`config.mk`:
```
export PLATFORM = sky130hd
export DESIGN_NAME = protobuf_stream_drainer
export DESIGN_NICKNAME = d
export VERILOG_FILES = /design/src/rtl/protobuf_stream_drainer.sv
export SDC_FILE = /design/constraint.sdc
export NUM_CORES = 1
export LEC_CHECK = 0
export CAP_MARGIN = 20
export CORE_ASPECT_RATIO = 1.75
export CORE_UTILIZATION = 44
export CTS_BUF_LIST = sky130_fd_sc_hd__clkbuf_8
export CTS_CLUSTER_DIAMETER = 30
export CTS_CLUSTER_SIZE = 12
export DETAILED_ROUTE_END_ITERATION = 8
export GPL_TIMING_DRIVEN = 0
export PLACE_DENSITY = 0.69
export SLEW_MARGIN = 20
export SYNTH_ARGS = -nofsm -noshare
export SYNTH_HDL_FRONTEND = slang
export SYNTH_SLANG_ARGS = --single-unit
```
`constraint.sdc`:
```
create_clock -name clock_clk -period 3.5 [get_ports clock_clk]
set_input_delay 0.7 -clock clock_clk [delete_from_list [all_inputs] [get_ports clock_clk]]
set_output_delay 0.7 -clock clock_clk [all_outputs]
set_load 0.02 [all_outputs]
```
`src/rtl/protobuf_stream_drainer.sv`:
```
// Drains the serializer output FIFO with fixed-address byte-beat AXI read bursts into a local byte FIFO.
// Latency: issue decision->arvalid 1 cycle, AR handshake->rready 1 cycle, R beat->aso_out_valid 1 cycle.
// Backpressure: a burst is issued only when it fits locally, so rready never stalls; aso_out_ready only slows draining.
module protobuf_stream_drainer #(
   parameter int          BURST_LEN  = 8,
   parameter int          FIFO_DEPTH = 16,
   parameter logic [3:0]  AR_ID      = 4'b0000,
   parameter logic [31:0] SRC_ADDR   = 32'h0000_0000
) (
   input  logic        clock_clk,
   input  logic        reset_reset_n,
   input  logic        enable,
   input  logic [13:0] of_usedw,
   output logic [3:0]  axm_m0_arid,
   output logic [31:0] axm_m0_araddr,
   output logic [7:0]  axm_m0_arlen,
   output logic [2:0]  axm_m0_arsize,
   output logic [1:0]  axm_m0_arburst,
   output logic        axm_m0_arvalid,
   input  logic        axm_m0_arready,
   input  logic [3:0]  axm_m0_rid,
   input  logic [31:0] axm_m0_rdata,
   input  logic        axm_m0_rlast,
   input  logic        axm_m0_rvalid,
   output logic        axm_m0_rready,
   output logic [7:0]  aso_out_data,
   output logic        aso_out_valid,
   input  logic        aso_out_ready,
   output logic        err,
   output logic [31:0] bytes_out
);

   localparam int BW = $clog2(BURST_LEN) + 1;
   localparam int AW = $clog2(FIFO_DEPTH);
   localparam int CW = AW + 1;

   localparam logic [1:0] ST_IDLE = 2'd0;
   localparam logic [1:0] ST_ADDR = 2'd1;
   localparam logic [1:0] ST_DATA = 2'd2;

   localparam logic [BW-1:0] LAST_BEAT = BW'(BURST_LEN - 1);
   localparam logic [13:0]   USEDW_MIN = 14'(BURST_LEN);
   // Highest local fill level that still leaves room for a whole burst.
   localparam logic [CW-1:0] ROOM_MAX  = CW'(FIFO_DEPTH - BURST_LEN);

   logic [1:0]    state_q, state_d;
   logic          arvalid_q, arvalid_d;
   logic          rready_q, rready_d;
   logic [BW-1:0] beat_cnt_q, beat_cnt_d;
   logic          err_q, err_d;
   logic [31:0]   bytes_out_q, bytes_out_d;
   logic [AW-1:0] wr_ptr_q, wr_ptr_d;
   logic [AW-1:0] rd_ptr_q, rd_ptr_d;
   logic [CW-1:0] count_q, count_d;
   logic [7:0]    mem_q [FIFO_DEPTH];
   logic [7:0]    mem_d [FIFO_DEPTH];

   logic beat;
   logic last_beat;
   logic pop;
   logic unused_rdata_hi;

   // Only the low byte of each read beat carries stream data.
   assign unused_rdata_hi = ^axm_m0_rdata[31:8];

   assign beat      = rready_q & axm_m0_rvalid;
   assign last_beat = (beat_cnt_q == LAST_BEAT);
   assign pop       = aso_out_valid & aso_out_ready;

   assign axm_m0_arid    = AR_ID;
   assign axm_m0_araddr  = SRC_ADDR;
   assign axm_m0_arlen   = 8'(BURST_LEN - 1);
   assign axm_m0_arsize  = 3'b000;
   assign axm_m0_arburst = 2'b00;
   assign axm_m0_arvalid = arvalid_q;
   assign axm_m0_rready  = rready_q;
   assign aso_out_valid  = (count_q != '0);
   assign aso_out_data   = aso_out_valid ? mem_q[rd_ptr_q] : 8'h00;
   assign err            = err_q;
   assign bytes_out      = bytes_out_q;

   // Burst sequencing and sticky protocol checking; errors never alter data flow.
   always_comb begin
      state_d    = state_q;
      arvalid_d  = arvalid_q;
      rready_d   = rready_q;
      beat_cnt_d = beat_cnt_q;
      err_d      = err_q;
      case (state_q)
         ST_IDLE: begin
            // Same-cycle pop is ignored, so the room test is conservative.
            if (enable && (of_usedw >= USEDW_MIN) && (count_q <= ROOM_MAX)) begin
               state_d   = ST_ADDR;
               arvalid_d = 1'b1;
            end
         end
         ST_ADDR: begin
            if (arvalid_q && axm_m0_arready) begin
               state_d   = ST_DATA;
               arvalid_d = 1'b0;
               rready_d  = 1'b1;
            end
         end
         ST_DATA: begin
            if (beat) begin
               beat_cnt_d = beat_cnt_q + 1'b1;
               if (axm_m0_rid != AR_ID) err_d = 1'b1;
               if (axm_m0_rlast != last_beat) err_d = 1'b1;
               if (last_beat) begin
                  state_d    = ST_IDLE;
                  rready_d   = 1'b0;
                  beat_cnt_d = '0;
               end
            end
         end
         default: begin
            state_d    = ST_IDLE;
            arvalid_d  = 1'b0;
            rready_d   = 1'b0;
            beat_cnt_d = '0;
         end
      endcase
      // Read data with no burst outstanding is a slave protocol violation.
      if (axm_m0_rvalid && (state_q != ST_DATA)) err_d = 1'b1;
   end

   // Local byte FIFO bookkeeping and output handshake counter.
   always_comb begin
      mem_d       = mem_q;
      wr_ptr_d    = wr_ptr_q;
      rd_ptr_d    = rd_ptr_q;
      count_d     = count_q;
      bytes_out_d = bytes_out_q;
      if (beat) begin
         mem_d[wr_ptr_q] = axm_m0_rdata[7:0];
         wr_ptr_d        = wr_ptr_q + 1'b1;
      end
      if (pop) begin
         rd_ptr_d    = rd_ptr_q + 1'b1;
         bytes_out_d = bytes_out_q + 32'd1;
      end
      case ({beat, pop})
         2'b10:   count_d = count_q + 1'b1;
         2'b01:   count_d = count_q - 1'b1;
         default: count_d = count_q;
      endcase
   end

   // Control and FIFO pointer state with synchronous active-low reset.
   always_ff @(posedge clock_clk) begin
      if (!reset_reset_n) begin
         state_q     <= ST_IDLE;
         arvalid_q   <= 1'b0;
         rready_q    <= 1'b0;
         beat_cnt_q  <= '0;
         err_q       <= 1'b0;
         bytes_out_q <= 32'd0;
         wr_ptr_q    <= '0;
         rd_ptr_q    <= '0;
         count_q     <= '0;
      end else begin
         state_q     <= state_d;
         arvalid_q   <= arvalid_d;
         rready_q    <= rready_d;
         beat_cnt_q  <= beat_cnt_d;
         err_q       <= err_d;
         bytes_out_q <= bytes_out_d;
         wr_ptr_q    <= wr_ptr_d;
         rd_ptr_q    <= rd_ptr_d;
         count_q     <= count_d;
      end
   end

   // Storage array needs no reset: the output is masked while the FIFO is empty.
   always_ff @(posedge clock_clk) begin
      mem_q <= mem_d;
   end

endmodule

```
# Word-level counts from Yosys, hierarchy flattened
# Index checks and enable logic that the tools add are counted.
[op_classes]
n_addsub = 6
order_cmp = 5
eq_ne = 11
muxes = 28
bitwise = 7
reduce_logical = 18
[ops]
columns = ["operator", "n"]
rows = [
  ["128-bit bitwise mux", 1],
  ["32-bit by 1-bit adder with 32-bit output, second input constant", 1],
  ["8-bit binary-select mux with 4-bit select", 1],
  ["8-bit demux with 4-bit select", 1],
  ["8-bit two-way mux", 4],
  ["14-bit by 4-bit >= comparator with 1-bit output, second input constant", 1],
  ["4-bit by 1-bit adder with 4-bit output, second input constant", 3],
  ["5-bit >= comparator, second input constant", 2],
  ["1-bit two-way mux", 10],
  ["2-bit != test, second input constant", 5],
  ["4-bit NOT with 5-bit output", 2],
  ["5-bit case mux with 2 select lines", 1],
  ["2-bit two-way mux", 4],
  ["4-bit two-way mux", 2],
  ["4-bit case mux with 2 select lines", 1],
  ["4-bit AND reduction", 2],
  ["1-bit case mux with 3 select lines", 2],
  ["2-bit case mux with 3 select lines", 1],
  ["3-bit AND reduction", 2],
  ["2-bit nonzero test", 3],
  ["5-bit by 1-bit adder with 5-bit output, second input constant", 1],
  ["5-bit by 4-bit <= comparator with 1-bit output, second input constant", 1],
  ["1-bit logical AND", 5],
  ["5-bit by 1-bit less-than comparator with 1-bit output, second input constant", 1],
  ["13 further kinds", 18],
]
[word_totals]
ff_bits = 182
output_inout_bits = 93
wordCells = 100

# Logic depth before layout (Yosys ltp)
# Gate-level depths: netlist of run 1.
[logic_depth]
ltp_word = 6
depth_mapped = 12

# Least setup slack after synthesis of run 1
# No wires, ideal clock.
[synth_path]
path_type = "reg-to-reg"
startpoint = "register count_q[0]"
endpoint = "register count_q[4]"
setup_ns = 0.118
arrival_ns = 2.770
slack_ns = 0.612
path_stages_with_launch = 12
path_buffers = 1
synth_period_minus_slack_ns = 2.888
path_cell_list = "dfxtp_1 > or3_1 > o21ai_1 > buf_2 > inv_2 > ha_1 > ha_1 > nor2b_1 > o21ai_0 > a21oi_1 > or3b_2 > mux2i_1"
[synth_between]
elab_chain_cells = 4
word_cells_on_any_way = 8
[synth_lines]
columns = ["item", "line_no", "text"]
rows = [
  ["from (decl)", "54", "logic [CW-1:0] count_q, count_d;"],
  ["from (signal assigned)", "170", "count_q <= count_d;"],
  ["5-bit nonzero test *", "77", "assign aso_out_valid = (count_q != '0);"],
  ["1-bit bitwise AND *", "68", "assign pop = aso_out_valid & aso_out_ready;"],
  ["net pop", "60", "logic pop;"],
  ["2-bit by 1-bit == test with 1-bit output or 2-bit == test (tied branches)", "142", "case ({beat, pop})"],
  ["5-bit case mux with 2 select lines or 2-bit nonzero test (tied branches)", "n/a", ""],
]
# The timed path passes the listed nets; every way through them passes the cells marked *.
# A chain may end at the register's enable or synchronous reset.

# Final worst setup path of run 1
[layout_path]
startpoint = "register rd_ptr_q[0]"
endpoint = "output aso_out_data[1]"
[layout_between]
elab_chain_cells = 5
[layout_lines]
columns = ["item", "line_no", "text"]
rows = [
  ["from (decl)", "53", "logic [AW-1:0] rd_ptr_q, rd_ptr_d;"],
  ["from (signal assigned)", "169", "rd_ptr_q <= rd_ptr_d;"],
  ["4-bit NOT with 5-bit output (implied by the code)", "78", "assign aso_out_data = aso_out_valid ? mem_q[rd_ptr_q] : 8'h00;"],
  ["8-bit binary-select mux with 4-bit select", "78", ""],
  ["8-bit two-way mux (implied by the code) (2 in series)", "78", ""],
  ["8-bit two-way mux", "78", ""],
  ["to (decl)", "26", "output logic [7:0] aso_out_data,"],
]
# Every way passes these cells. The select of a mux whose other input is x is not followed.

==> impl_metrics.toml, run 1 <==
[sta]
max_freq_mhz = 295.0
skew_ns = 0.01468
rsz0062_at_grt = "no"
worst_pin_slew_ns = 0.8701
hold_viol = 0
fin_crit_sh = 0.9686
holdWs_ns = 0.4792
maxSlewHeadroom = 0.4178
timing.final.ws_setup_ns = 0.1097
drv_slew = 0
fin_crit_ns = 3.390
setup_viol = 0

[route]
drcViolationCount = 0
drtIter0Drc = 332
vias_per_cell = 5.136
routed_wl_mm = 17.54
first_pass_iters = 5
antenna_left = 0
highest_layer = "met4"
wl_met1_mm = 6.332
wl_met2_mm = 10.01
wl_met3_um = 748
num_vias = 5059
wl_per_cell_um = 17.81

[pwr]
p_sw_mw = 0.9597
intPower_mw = 3.006
seqPwrFrac = 0.583
max-vdd-ir-drop_uv = 262.8
switching_share = 0.2420
power_density_mw_per_mm2 = 410.0
pwr-share-clk = 0.349
power.leakage_nw = 3.293
p_comb_frac = 0.068

[synth]
yosysWarnings = 0
synth.area.top_cells = "edfxtp_1, dfxtp_1, mux4_2"
synth_seq_area_share = 0.6124
synth_area_per_cell_um2 = 13.40
ys_types = 47
ys_seq_elements = 182
async_flop_share = 0
synth_most_common_cell = "edfxtp_1"
synth_edf_count = 128
synth_top_area_share = 0.4780
syn_area_mm2 = 0.008041
netlist_instances = 600
yosys.area.top_type = "edfxtp_1"
synth-main-ff-cell = "edfxtp_1"
synth_common_cells = "edfxtp_1, dfxtp_1, nor2_1, buf_4, nand2_1"

[clocking]
path_clk_slew_ns = 0.10
root_buffer = "clkbuf_8"
clkLatencyLatePin_ns = 0.46
cts.sinks = 182
cts_tree = "done"
cts_max_level = 4
cts.path.max_buffers = 2
cts-hold-fix-buffers = 0
numCtsBuffers = 17

[worst_setup_path]
crit_arrival_ns = 2.69
critPathLaunchType = "flop"
worstPathCellList = "buf_4 -> buf_6 -> mux4_2 -> mux2i_1 -> o22ai_1 -> clkdlybuf4s50_1"
crit_type = "flop to output port"
cp_slowest_cell = "mux4_2"
crit_path_max_fanout = 10
cp_data_required_time_ns = 2.80
crit_path_end_kind = "output port"
critPathMaxStageDelay_ns = 0.58

[outcome]
outcome = "finished clean"

[die]
dieArea_mm2 = 0.01884
start_util = 0.4474
die_h_um = 180.8
core_mm2 = 0.01797
dieWidth_um = 104.2
ios = 150
fp-row-count = 65

[finish]
post-route-util = 0.5381
antenna_cells = 0
layout-drive-gt1-share = 0.1864
nFillCells = 1496
area_growth_pct = 20.27
layout.nets = 807
finalInstanceArea_mm2 = 0.009672

[run]
maxCapViolations = 0

[grt]
grtUsageTotal = 0.1947
grt_max_degree = 18
grt_pass1_vias = 5263
antenna_found_initial = 0
grt-ovfl-total = 0
grt_pass1_wl_mm = 27.90

[worst_hold_path]
hold_class = "flop to flop"

[place]
place_congestion = 0.8641
port_buffers = 73
place_area_mm2 = 0.009261
post-dp-hpwl_mm = 12.71
dp_slack_ns = -0.1957
==> stage by stage <==
| step | instances | power (mW) | setup TNS (ns) |
|---|---|---|---|
| 4_1_cts | 986 | 3.988 | 0 |
| 2_1_floorplan | 647 | 2.530 | 0 |
| 3_3_place_gp | 954 | 2.621 | -0.1035 |
| 3_5_place_dp | 954 | 2.627 | -0.1957 |
| 6_report | 985 | 3.966 | 0 |
| 5_1_grt | 985 | 4.090 | 0 |
==> registers in the layout, summed over array words and instances, names as in the netlist <==
name,count
axm_m0_rready,1
axm_m0_arvalid,1
count_q,5
state_q,2
mem_q,128
wr_ptr_q,4
err,1
rd_ptr_q,4
beat_cnt_q,4
bytes_out,32
==> critical path: cells and delay by family, from the launching register on <==
family	cells	cell delay, ns
compound gates	1	0.13
buf+inv	3	0.97
flops	1	0.34
mux	2	0.80
==> placed cells by master (no fill, tap or decap), drive strengths merged, types with 11 or more instances in the layout <==
master	n
clkbuf	35
nand2	34
conb	49
nand3	14
ha	11
a21oi	20
inv	21
mux4	32
nor2	53
nor4	14
nor3	15
xnor2	22
mux2i	21
dfxtp	54
buf	59
edfxtp	128
clkdlybuf4s50	72
==> logic make-up (layout without fill, tap and decap cells) <==
kind of cell    after synthesis  after routing  synth area share
buf+inv                      92            196           0.06815
flops                       182            182            0.6124
mux                          53             53            0.1158
simple gates                178            178            0.1131
xor+xnor                     31             31           0.03376
fa+ha+maj                    12             12           0.01960
compound gates               50             50           0.03625
other cells                   2             49         0.0009339
==> power by group through the flow <==
stage / registers (mW) / logic, mW / clock network [mW]
2_1_floorplan: 2.36 / 0.166 / 0
3_3_place_gp: 2.36 / 0.260 / 0
3_5_place_dp: 2.36 / 0.266 / 0
4_1_cts: 2.31 / 0.269 / 1.41
5_1_grt: 2.31 / 0.288 / 1.49
6_report: 2.31 / 0.270 / 1.38
==> area by class of cell <==
cell class | count | area (um^2) | area share
clock buffers | 17 | 234.0 | 0.02419
clock inverters | 15 | 147.6 | 0.01527
flip-flops and latches | 182 | 4925 | 0.5092
inverters | 14 | 52.55 | 0.005433
repair buffers | 73 | 733.2 | 0.07581
multi-input cells | 373 | 2769 | 0.2863
well taps | 234 | 292.8 | 0.03027
plain buffers | 77 | 518.0 | 0.05356
==> path summary, 6_finish.rpt <==
| check | start | endpoint | slack [ns] | depth (start not counted) |
|---|---|---|---|---|
| min | bytes_out[31]$_SDFFE_PN0P_ | bytes_out[31]$_SDFFE_PN0P_ | 0.48 | 2 |
| max | rd_ptr_q[0]$_SDFFE_PN0P_ | aso_out_data[1] | 0.11 | 6 |
| max reg2reg | count_q[0]$_SDFFE_PN0P_ | count_q[4]$_SDFFE_PN0P_ | 0.24 | 11 |
| min reg2reg | bytes_out[31]$_SDFFE_PN0P_ | bytes_out[31]$_SDFFE_PN0P_ | 0.48 | 2 |
==> per-layer routing <==
layer  global-route usage  vias up
met5                    0        -
met2               0.3808      164
met4              0.07943        0
met3              0.02958       24
met1               0.2032     2476
li1                     -     2395
==> timing repair <==
action	in CTS	in global routing
endpoints found under the setup margin	8	8
gates resized for setup	10	4
setup buffers	0	0
Power figures use the tool's default switching activity.
==> run 2, diff against run 1 <==
--- a/config.mk
+++ b/config.mk
@@ -6,7 +6,6 @@
 export NUM_CORES = 1
 export LEC_CHECK = 0
 export CAP_MARGIN = 20
-export CORE_ASPECT_RATIO = 1.75
 export CORE_UTILIZATION = 44
 export CTS_BUF_LIST = sky130_fd_sc_hd__clkbuf_8
 export CTS_CLUSTER_DIAMETER = 30
@@ -14,6 +13,7 @@
 export DETAILED_ROUTE_END_ITERATION = 8
 export GPL_TIMING_DRIVEN = 0
 export PLACE_DENSITY = 0.69
+export REMOVE_ABC_BUFFERS = 1
 export SLEW_MARGIN = 20
 export SYNTH_ARGS = -nofsm -noshare
 export SYNTH_HDL_FRONTEND = slang
==> run 2 against run 1 <==
Compared with the run above: design area is 4.3% lower; count of clock-buffer cells in the layout stayed put; core utilization is 2.3 points lower; flip-flop and latch count stayed put; highest routed layer unchanged; critical path depth is 1 lower; combinational power is 21% lower; largest cell class unchanged; via count is 5.5% lower.
==> impl_metrics.toml, run 2 (synthesis gave the netlist of run 1 again) <==
[finish]
area_growth_pct = 15.08
finalInstanceArea_mm2 = 0.009254
largest-register = "mem_q"
largest_reg_flops = 128
fin_cells = 910
multi_input_area_mm2 = 0.002769
layout-drive-gt1-share = 0.1263
final_common_cell = "edfxtp_1"
final_cell_mix = "edfxtp_1, clkdlybuf4s50_1, nor2_1, dfxtp_1, conb_1"
antenna_cells = 0
nFillCells = 1470
layout.nets = 737
seqCellArea_mm2 = 0.004931

[sta]
drv_slew = 0
maxSlewHeadroom = 0.3389
setup_viol = 0
fin_crit_ns = 3.404
skew_ns = 0.01454
hold_viol = 0
fin_crit_sh = 0.9727
max_freq_mhz = 293.7
final.setup.tns_ns = 0
rsz0062_at_grt = "no"
worst_pin_slew_ns = 0.9880

[place]
dp.cells = 874
post-dp-hpwl_mm = 9.968
place_congestion = 0.7903
port_buffers = 73
place_area_mm2 = 0.008820

[die]
core_mm2 = 0.01796
dieWidth_um = 137.2
ios = 150
die_h_um = 137.2
dieArea_mm2 = 0.01882
fp-row-count = 49
start_util = 0.4477

[grt]
grt_pass1_vias = 4723
grtUsageTotal = 0.1674
grt_max_degree = 38
grt_pass1_wl_mm = 23.33
grt-ovfl-total = 0
antenna_found_initial = 0

[route]
vias_per_cell = 5.252
drcViolationCount = 0
num_vias = 4779
wl_per_cell_um = 16.57
drtIter0Drc = 376
first_pass_iters = 4
antenna_left = 0
routed_wl_mm = 15.08

[worst_setup_path]
cp_top_family = "simple AND/OR/NAND/NOR gates"
crit_type = "flop to output port"
r2r_end = "count_q[4]$_SDFFE_PN0P_"
cp_data_required_time_ns = 2.80
reg2reg_setup_slack_ns = 0.22
crit_arrival_ns = 2.70
critPathMaxStageDelay_ns = 0.58
cp_slowest_cell = "clkdlybuf4s50_1"
worstPathCellList = "or3_1 -> or2_2 -> nand2b_1 -> o22ai_1 -> clkdlybuf4s50_1"
crit_path_max_fanout = 8
reg2reg_from = "count_q[0]$_SDFFE_PN0P_"
critPathLaunchType = "flop"
cp.buffers_inverters = 1
reg2reg_depth = 11
crit_path_end_kind = "output port"

[clocking]
numCtsBuffers = 17
path_clk_slew_ns = 0.10
cts.sinks = 182
cts-hold-fix-buffers = 0
clkLatencyLatePin_ns = 0.47
cts_tree = "done"
root_buffer = "clkbuf_8"
cts.path.max_buffers = 2
cts_max_level = 4

[worst_hold_path]
hold_depth = 2
holdPathEnd = "bytes_out[31]$_SDFFE_PN0P_"
hold_class = "flop to flop"
worstHoldStart = "bytes_out[31]$_SDFFE_PN0P_"

[pwr]
max-vdd-ir-drop_uv = 258.2
power_density_mw_per_mm2 = 420.8
power.leakage_nw = 2.969

[outcome]
outcome = "finished clean"

[run]
maxCapViolations = 0
==> run 2: cell types whose count changed in the layout (fill, tap and decap cells not counted), moves of 2 or more <==
| cell | before | now |
|---|---|---|
| buf_6 | 3 | 1 |
| clkbuf_1 | 12 | 0 |
| inv_6 | 2 | 4 |
| buf_4 | 51 | 2 |
| clkbuf_2 | 5 | 0 |
| dfxtp_2 | 0 | 2 |
| dfxtp_1 | 54 | 51 |
| buf_12 | 0 | 4 |
| buf_2 | 4 | 0 |
==> run 2: per-layer routing <==
layer | global-route usage | vias to the layer above | routed length, um
met1 | 0.2074 | 2380 | 6448
met5 | 0 | - | 0
li1 | - | 2253 | -
met2 | 0.2896 | 133 | 7831
met4 | 0.05311 | 0 | 148
met3 | 0.03790 | 13 | 653
==> run 2: report_power, final <==
group	leakage (nW)	internal, mW	total, mW	switching, mW
clock network	0.192	0.581	1.36	0.783
logic	1.19	0.0814	0.214	0.133
registers	1.59	2.30	2.32	0.0104
total	2.97	2.97	3.89	0.926
==> run 2: per-stage QoR <==
step | power [mW] | worst slack [ns] | util | hold WS (ns)
CTS | 3.912 | 0.02813 | 0.5132 | 0.4943
global route | 4.016 | 0.02101 | 0.5151 | 0.5232
detailed placement | 2.574 | -0.1040 | 0.4910 | 0.4713
finish | 3.894 | 0.09563 | 0.5151 | 0.4886
global placement | 2.565 | -0.8503 | 0.4865 | 0.4552
floorplan | 2.482 | 0.05391 | - | 0.4492
==> run 2: area by class of cell <==
class | count | share of cell area
repair buffers | 80 | 0.09045
multi-input cells | 373 | 0.2992
inverters | 14 | 0.005679
flip-flops and latches | 182 | 0.5329
clock inverters | 15 | 0.01555
well taps | 229 | 0.03096
clock buffers | 17 | 0.02528
==> run 2: repair_timing <==
| action | in CTS | in global routing |
|---|---|---|
| resized for setup | 1 | 0 |
| buffers inserted | 1 | 3 |
| setup endpoints to repair | 8 | 6 |
==> run 2: worst max path at each step <==
stage / startpoint / end / slack [ns] / cells after the start
after detailed placement: aso_out_ready / count_q[4]$_SDFFE_PN0P_ / -0.10 / 12
after floorplan: count_q[0]$_SDFFE_PN0P_ / count_q[4]$_SDFFE_PN0P_ / 0.05 / 10
after global routing: count_q[0]$_SDFFE_PN0P_ / aso_out_data[5] / 0.02 / 5
final: count_q[0]$_SDFFE_PN0P_ / aso_out_data[7] / 0.1 / 5
after CTS: rd_ptr_q[0]$_SDFFE_PN0P_ / aso_out_data[3] / 0.03 / 5
after global placement: rd_ptr_q[0]$_SDFFE_PN0P_ / aso_out_data[7] / -0.85 / 4
==> run 2: worst reg2reg max path, cell delays in order (launching register included) <==
cell and delay (ns):
dfxtp_1 0.35, or3_1 0.44, o21ai_2 0.34, buf_6 0.24
inv_2 0.13, ha_1 0.27, ha_1 0.33, nor2b_1 0.16
o21ai_0 0.23, a21oi_1 0.10, or3b_2 0.46, mux2i_1 0.14
==> run 3, diff against run 2 <==
--- a/config.mk
+++ b/config.mk
@@ -14,7 +14,7 @@
 export GPL_TIMING_DRIVEN = 0
 export PLACE_DENSITY = 0.69
 export REMOVE_ABC_BUFFERS = 1
-export SLEW_MARGIN = 20
+export SLEW_MARGIN = 10
 export SYNTH_ARGS = -nofsm -noshare
 export SYNTH_HDL_FRONTEND = slang
 export SYNTH_SLANG_ARGS = --single-unit
==> run 3 against run 2 <==
Compared with the run above: die area did not move; clock skew is 0.0032 ns higher; sequential share of layout area about the same; wire length grew 1.5%; fmax is 0.75% lower; via count increased by 0.63%; largest cell class unchanged; global-route usage grew 0.45 points; largest power group unchanged.
==> impl_metrics.toml, run 3 (synthesis gave the netlist of run 1 again) <==
[finish]
layout-drive-gt1-share = 0.1267
layout.nets = 735
area_growth_pct = 15.08
final_common_cell = "edfxtp_1"
largest_reg_flops = 128
finalInstanceArea_mm2 = 0.009254
final_cell_mix = "edfxtp_1, clkdlybuf4s50_1, nor2_1, dfxtp_1, conb_1"
fin_cells = 908
antenna_cells = 0
post-route-util = 0.5151
largest-register = "mem_q"

[die]
dieArea_mm2 = 0.01882
dieWidth_um = 137.2
die_h_um = 137.2
start_util = 0.4477
ios = 150
fp-row-count = 49
core_mm2 = 0.01796

[pwr]
power.leakage_nw = 2.966
seqPwrFrac = 0.591
max-vdd-ir-drop_uv = 257.6
pwr-share-clk = 0.356
p_sw_mw = 0.9456
switching_share = 0.2412
power_density_mw_per_mm2 = 423.6
p_comb_frac = 0.053
intPower_mw = 2.974

[route]
vias_per_cell = 5.296
drcViolationCount = 0
routed_wl_mm = 15.30
first_pass_iters = 4
wl_per_cell_um = 16.85
num_vias = 4809
drtIter0Drc = 390
antenna_left = 0

[worst_setup_path]
cp_top_family = "simple AND/OR/NAND/NOR gates"
crit_arrival_ns = 2.73
crit_path_max_fanout = 8
cp.buffers_inverters = 1
critPathLaunchType = "flop"
crit_type = "flop to output port"
cp_data_required_time_ns = 2.80
cp_slowest_cell = "clkdlybuf4s50_1"
critPathMaxStageDelay_ns = 0.57
crit_path_end_kind = "output port"
worstPathCellList = "or3_1 -> or2_2 -> nand2_1 -> o22ai_1 -> clkdlybuf4s50_1"

[clocking]
cts.sinks = 182
cts-hold-fix-buffers = 0
cts_tree = "done"
cts_max_level = 4
clkLatencyLatePin_ns = 0.46
path_clk_slew_ns = 0.10
root_buffer = "clkbuf_8"
cts.path.max_buffers = 2
numCtsBuffers = 17

[sta]
max_freq_mhz = 291.5
rsz0062_at_grt = "no"
drv_slew = 0
hold_viol = 0
skew_ns = 0.01771
worst_pin_slew_ns = 0.9049
maxSlewHeadroom = 0.3945
fin_crit_ns = 3.430
setup_viol = 0
fin_crit_sh = 0.9800

[place]
place_area_mm2 = 0.008828
post-dp-hpwl_mm = 9.960
dp.cells = 874
place_congestion = 0.7903
port_buffers = 73

[run]
maxCapViolations = 0

[grt]
grt_pass1_wl_mm = 23.87
grt_pass1_vias = 4745
grt_max_degree = 49
antenna_found_initial = 0
grt-ovfl-total = 0
grtUsageTotal = 0.1719

[outcome]
outcome = "finished clean"

[worst_hold_path]
hold_class = "flop to flop"
[run 3: cell types whose count changed in the layout (fill, tap and decap cells not counted), moves of 2 or more]
cell    previous run  this run
buf_12             4         1
buf_4              2         0
buf_8              0         3
inv_6              4         6
[run 3: final timing paths]
kind                                 to                  startpoint  slack, ns  cells past startpoint
max                     aso_out_data[6]     count_q[0]$_SDFFE_PN0P_       0.07                      5
min          bytes_out[31]$_SDFFE_PN0P_  bytes_out[31]$_SDFFE_PN0P_       0.49                      2
max reg2reg     count_q[4]$_SDFFE_PN0P_     count_q[0]$_SDFFE_PN0P_       0.38                     11
min reg2reg  bytes_out[31]$_SDFFE_PN0P_  bytes_out[31]$_SDFFE_PN0P_       0.49                      2
[run 3: through the flow]
step                      hold slack [ns]   TNS, ns  power [mW]  setup slack, ns
after global placement             0.4552    -7.390       2.565          -0.8503
after floorplan                    0.4492         0       2.482          0.05391
after detailed placement           0.4691  -0.06638       2.575         -0.06638
after global routing               0.5195         0       4.053         0.004193
final                              0.4867         0       3.920          0.06983
after CTS                          0.4911         0       3.953         0.008223
[run 3: worst min-delay path: cells and delay by family, from the launching register on]
kind             cells  cell delay [ns]
DFF                  1             0.34
muxes                1             0.05
and+or+nand+nor      1             0.06
[run 3: what timing repair did]
item                                    CTS  global route
setup buffers                             1             0
gates resized for setup                   1             1
endpoints found under the setup margin    8             3
[run 3: area by class of cell]
type	count	area (um^2)
fill	1480	8710
sequential	182	4930
multi-input combinational	373	2771
timing repair buffer	78	823.3
tap	229	286.5
clock buffer	17	234.0
clock inverter	15	156.4
inverter	14	52.55
[run 3: power groups by stage]
stage                     clock network [mW]  registers (mW)  logic (mW)
final                                   1.39            2.32       0.208
after global routing                    1.50            2.32       0.228
after CTS                               1.42            2.32       0.210
after detailed placement                   0            2.37       0.205
after global placement                     0            2.37       0.192
after floorplan                            0            2.37       0.109
[run 3: metal layers]
layer  wire length (um)  GRT usage
met5                  0          0
met2               7925     0.2980
met4                159    0.05495
met1               6602     0.2100
met3                615    0.04231
==> RTL edit 1 (config.mk and constraints of run 2) <==
Change the parameter `BURST_LEN` from 8 to 4.
--- a/src/rtl/protobuf_stream_drainer.sv
+++ b/src/rtl/protobuf_stream_drainer.sv
@@ -3,5 +3,5 @@
 // Backpressure: a burst is issued only when it fits locally, so rready never stalls; aso_out_ready only slows draining.
 module protobuf_stream_drainer #(
-   parameter int          BURST_LEN  = 8,
+   parameter int          BURST_LEN  = 4,
    parameter int          FIFO_DEPTH = 16,
    parameter logic [3:0]  AR_ID      = 4'b0000,
Behaviour: not the same (a bounded check fails within 4 cycles, from zero or initial values and one cycle with reset_reset_n low).
==> RTL edit 1 against run 2 <==
Sequential cell count shrank 1; total power shrank 1.6%; worst setup slack gained 22 ps; clock power shrank 3%; critical endpoint is now aso_out_data[4]; wire length grew 1.5%; clock skew grew 5.7 ps; final area shrank 0.77%; combinational power shrank 2%; synthesized area shrank 0.79%; via count shrank 0.33%; global-route usage grew 0.43 points; critical path depth is the same; sequential share of layout area grew 0.20 points.
==> RTL edit 1: results (changes against run 2) <==
stage,metric,value,unit,change
grt,grt_max_degree,48,,+26%
logic_synthesis,ys.flop_type,edfxtp_1,,
pwr,vdd_ir_drop_max,0.289,mV,+12%
routing,wl_per_cell,17.2,um,+3.8%
placed_design,dpl.cell_count,850,,-2.7%
routing,drtIter0Drc,275,,-27%
logic_synthesis,synthTopCellsByCount,"edfxtp_1 (128), dfxtp_1 (53), buf_4 (50)",,
clock_tree,path_clk_slew,100,ps,about the same
routing,wl_met2,7730,um,-1.4%
run_status,outcome,finished clean,,
clock_tree,cts_buffers,17,,unchanged
logic_synthesis,seq_area_frac_synth,0.615,,+0.00239
grt,grt_pass1_wl,23700,um,+1.6%
grt,grt_pass1_vias,4670,,-1.1%
setup_path,arrival,2680,ps,-20 ps
setup_path,crit_fanout,8,,unchanged
placed_design,io_buffers,74,,+1.4%
logic_synthesis,synth_enable_flop_cells,128,,unchanged
pwr,p_leak,2.99,nW,+0.70%
placed_design,dpl_worst_slack,-71.7,ps,+32.3 ps
grt,grt_usage,0.172,,+0.00432
logic_synthesis,synth_cell_types,50,,+6.4%
finish,final-instance-count-excl-fill,890,,-2.2%
placed_design,hpwl,9920,um,-0.49%
timing,fin_skew,20.3,ps,+5.75 ps
placed_design,gp_congestion,0.802,,+1.4%
routing,wl_met3,1080,um,+66%
logic_synthesis,syn_avg_cell_area,13.7,sq um,+2.3%
timing,worstMarginPinSlew,887,ps,-101 ps
finish,nets,721,,-2.2%
finish,n_antenna_cell,0,,unchanged
routing,viasPerCell,5.35,,+1.9%
finish,drive_gt1_frac,0.138,,+0.0121
routing,drt-met1-wl,6320,um,-2.0%
logic_synthesis,synthTopCellsByArea,"edfxtp_1 (48%), dfxtp_1 (13%), mux4_2 (9.0%), buf_4 (4.7%), mux2i_1 (2.4%)",,
## RTL edit 1: changes by cell type after synthesis, moves of 6 or more
cell / change
a21oi_1: +7
nand4_1: +9
nor2_1: -12
nor3_1: -10
o21ai_0: +7
xnor2_1: -9
xor2_1: +6
## RTL edit 1: power breakdown
group / internal, mW / switching (mW) / total [mW]
Combinational: 0.0797 / 0.129 / 0.209
Clock: 0.521 / 0.800 / 1.32
Sequential: 2.29 / 0.00953 / 2.30
## RTL edit 1: area by class of cell
class | instances | area, sq um
clock inverters | 15 | 139
inverters | 10 | 37.5
flip-flops and latches | 181 | 4910
fillers | 1407 | 8290
clock buffers | 17 | 234
multi-input cells | 359 | 2710
repair buffers | 83 | 871
well taps | 225 | 282
## RTL edit 1: logic make-up (layout without fill, tap and decap cells)
family / Yosys count / in the layout / share of synthesized area
DFF: 181 / 181 / 0.615
and+or+nand+nor: 158 / 158 / 0.104
buffers and inverters: 89 / 125 / 0.0718
AOI/OAI and AO/OA: 61 / 61 / 0.0438
muxes: 51 / 51 / 0.114
xor gates and xnor gates: 28 / 28 / 0.0307
adders and majority gates: 12 / 12 / 0.0198
other: 2 / 49 / 0.000941
## RTL edit 1: critical path, stage by stage, from the launching register on
cell and delay, ps:
dfxtp_1 380, or4_4 560, or2_2 350, nand2_2 210
o22ai_1 170, clkdlybuf4s50_1 560
## RTL edit 1: final timing paths
path,startpoint,end,slack (ps),cells past startpoint
worst min register to register,beat_cnt_q[1]$_SDFFE_PN0P_,beat_cnt_q[1]$_SDFFE_PN0P_,480,2
worst max-delay path,count_q[0]$_SDFFE_PN0P_,aso_out_data[4],120,5
worst min-delay path,beat_cnt_q[1]$_SDFFE_PN0P_,beat_cnt_q[1]$_SDFFE_PN0P_,480,2
worst max register to register,count_q[0]$_SDFFE_PN0P_,count_q[4]$_SDFFE_PN0P_,470,10
## RTL edit 1: repair_timing
action | in CTS | in global routing
pin swaps | 0 | 1
setup buffers | 7 | 1
gates resized for setup | 4 | 2
hold buffers | 0 | 0
endpoints found under the setup margin | 9 | 3
## RTL edit 1: layer usage
metal | GRT usage | vias up
met5 | 0 | -
met4 | 0.0556 | 0
met3 | 0.0548 | 17
met2 | 0.285 | 177
met1 | 0.212 | 2353
li1 | - | 2216
## RTL edit 1: per-stage QoR
step	setup TNS, ps	cell area [sq um]	hold WS [ps]
finish	0	9180	481
global route	0	9180	500
CTS	0	9170	476
detailed placement	-71.7	8690	461
global placement	-6650	8640	434
floorplan	0	7620	430
==> RTL edit 2 (flow settings as in run 2) <==
Without the edit above. Reset style: asynchronous (`reset_reset_n`), changed in one clocked block. Comments in the files are not updated.
--- a/src/rtl/protobuf_stream_drainer.sv
+++ b/src/rtl/protobuf_stream_drainer.sv
@@ -148,5 +148,5 @@
 
    // Control and FIFO pointer state with synchronous active-low reset.
-   always_ff @(posedge clock_clk) begin
+   always_ff @(posedge clock_clk or negedge reset_reset_n) begin
       if (!reset_reset_n) begin
          state_q     <= ST_IDLE;
Function: differs if reset_reset_n is asserted again (counterexample within 4 cycles, from zero or initial values and one cycle with reset_reset_n low); with reset_reset_n held inactive, the same outputs for 10 cycles.
==> RTL edit 2 against run 2 <==
Clock skew increased by 2.3 ps; wire length increased by 2.0%; cell count decreased by 8.2%; non-clock buffer count decreased by 3; worst setup slack improved by 34 ps; sequential cell count unchanged; synthesized area decreased by 1.3%; synthesized cell count decreased by 13%; final area decreased by 0.74%; die area decreased by 1.3%; largest cell class unchanged; highest routed layer unchanged.
Power is not compared: it rests on default switching activity, and its combinational part moved more than twofold at a synthesized area within 25%.
==> RTL edit 2: results (changes against run 2) <==
stage,metric,value,unit,change
run_status,outcome,finished clean,,
grt,grt_pass1_wl,24000,um,+3.0%
logic_synthesis,synthAdderAreaFrac,0.0199,,+0.000253
finish,drive_gt1_frac,0.133,,+0.00650
logic_synthesis,synth_compound_gate_area_share,0.0251,,-0.0112
routing,wl_met2,7820,um,-0.20%
logic_synthesis,synth-xor-area-share,0.0463,,+0.0126
placed_design,dpl.cell_count,801,,-8.4%
routing,wl_met3,1030,um,+58%
grt,grt_pass1_vias,4577,,-3.1%
routing,wl,15400,um,+2.0%
placed_design,placed_area,0.00873,sq mm,-1.0%
grt,grt_usage,0.177,,+0.00977
logic_synthesis,syn_avg_cell_area,15.2,sq um,+13%
timing,timing.hold.ws,276,ps,-213 ps
clock_tree,post_cts_buffers,3,,+2
clock_tree,root_buffer,clkbuf_8,,
finish,largest-register,mem_q,,
routing,drt-met1-wl,6390,um,-0.87%
setup_path,reg2reg_to,count_q[4]$_DFFE_PN0P_,,
logic_synthesis,seq_area_frac_synth,0.654,,+0.0420
setup_path,rrSetupSlack,180,ps,-40 ps
grt,use_met3,0.0485,,+0.0106
finish,nets,667,,-9.5%
grt,grtUsageMet1,0.215,,+0.00775
logic_synthesis,synth_mux_area_frac,0.112,,-0.00355
finish,final-instance-count-excl-fill,835,,-8.2%
clock_tree,postCtsResizedCells,2,,+1
routing,drtIter0Drc,267,,-29%
logic_synthesis,synth_enable_flop_cells,128,,unchanged
placed_design,hpwl,10200,um,+1.9%
setup_path,r2r-start,count_q[0]$_DFFE_PN0P_,,
clock_tree,clock_path_buffers,2,,unchanged
logic_synthesis,async_flop_share,0.297,,+0.297
placed_design,dpl_worst_slack,-298,ps,-195 ps
logic_synthesis,synthTopCellsByCount,"edfxtp_1 (128), dfrtp_1 (54), buf_4 (49)",,
grt,grt_max_degree,55,,+45%
min_path,hold_path_class,in -> async,,
logic_synthesis,synth_cell_types,45,,-4.3%
routing,vias,4407,,-7.8%
timing,fin_skew,16.9,ps,+2.32 ps
timing,worstMarginPinSlew,961,ps,-26.8 ps
clock_tree,cts_buffers,17,,unchanged
grt,grtUsageMet2,0.307,,+0.0170
==> RTL edit 2: changes by cell type in the layout (fill, tap and decap cells not counted), moves of 3 or more <==
cell      before  now
dfrtp_1        0   51
dfxtp_1       51    0
nor2_1        53   26
a21oi_1       20    8
nor4_1        14    4
nand4_1        8   16
nor3_1        11    3
xnor2_1       22   30
nand2b_1      10    3
and4_1         4    0
mux2i_1       21   17
o31ai_1        4    0
or3_1          4    1
xor2_1         9   12
==> RTL edit 2: worst max-delay path, cell delays in order, from the launching register on <==
cell and delay, ps:
dfrtp_1 420, or3_1 450, or2_1 360, nand2b_2 230, o22ai_1 190, clkdlybuf4s50_1 570
==> RTL edit 2: how the worst max path moves through the flow <==
stage / from / endpoint / slack [ps] / depth (start not counted)
after global placement: rd_ptr_q[0]$_DFFE_PN0P_ / aso_out_data[7] / -770 / 4
after CTS: count_q[0]$_DFFE_PN0P_ / aso_out_data[4] / 20 / 5
after global routing: count_q[0]$_DFFE_PN0P_ / count_q[4]$_DFFE_PN0P_ / 2 / 11
after detailed placement: axm_m0_rvalid / count_q[4]$_DFFE_PN0P_ / -300 / 10
final: count_q[0]$_DFFE_PN0P_ / aso_out_data[7] / 130 / 5
after floorplan: rd_ptr_q[0]$_DFFE_PN0P_ / aso_out_data[6] / 400 / 3
==> RTL edit 2: logic make-up (layout without fill, tap and decap cells) <==
kind of cell,after synthesis,in the layout
DFF,182,182
and+or+nand+nor,125,125
buffers and inverters,77,118
muxes,49,49
xor gates and xnor gates,42,42
AOI/OAI and AO/OA,33,33
adders and majority gates,12,12
other,2,49
==> RTL edit 2: area by class of cell <==
cell class	count	area (sq um)
Clock inverter	14	155
Inverter	10	37.5
Multi-Input combinational cell	310	2470
Sequential cell	182	5200
Fill cell	1413	8290
Tap cell	225	282
Timing Repair Buffer	77	808
Clock buffer	17	234
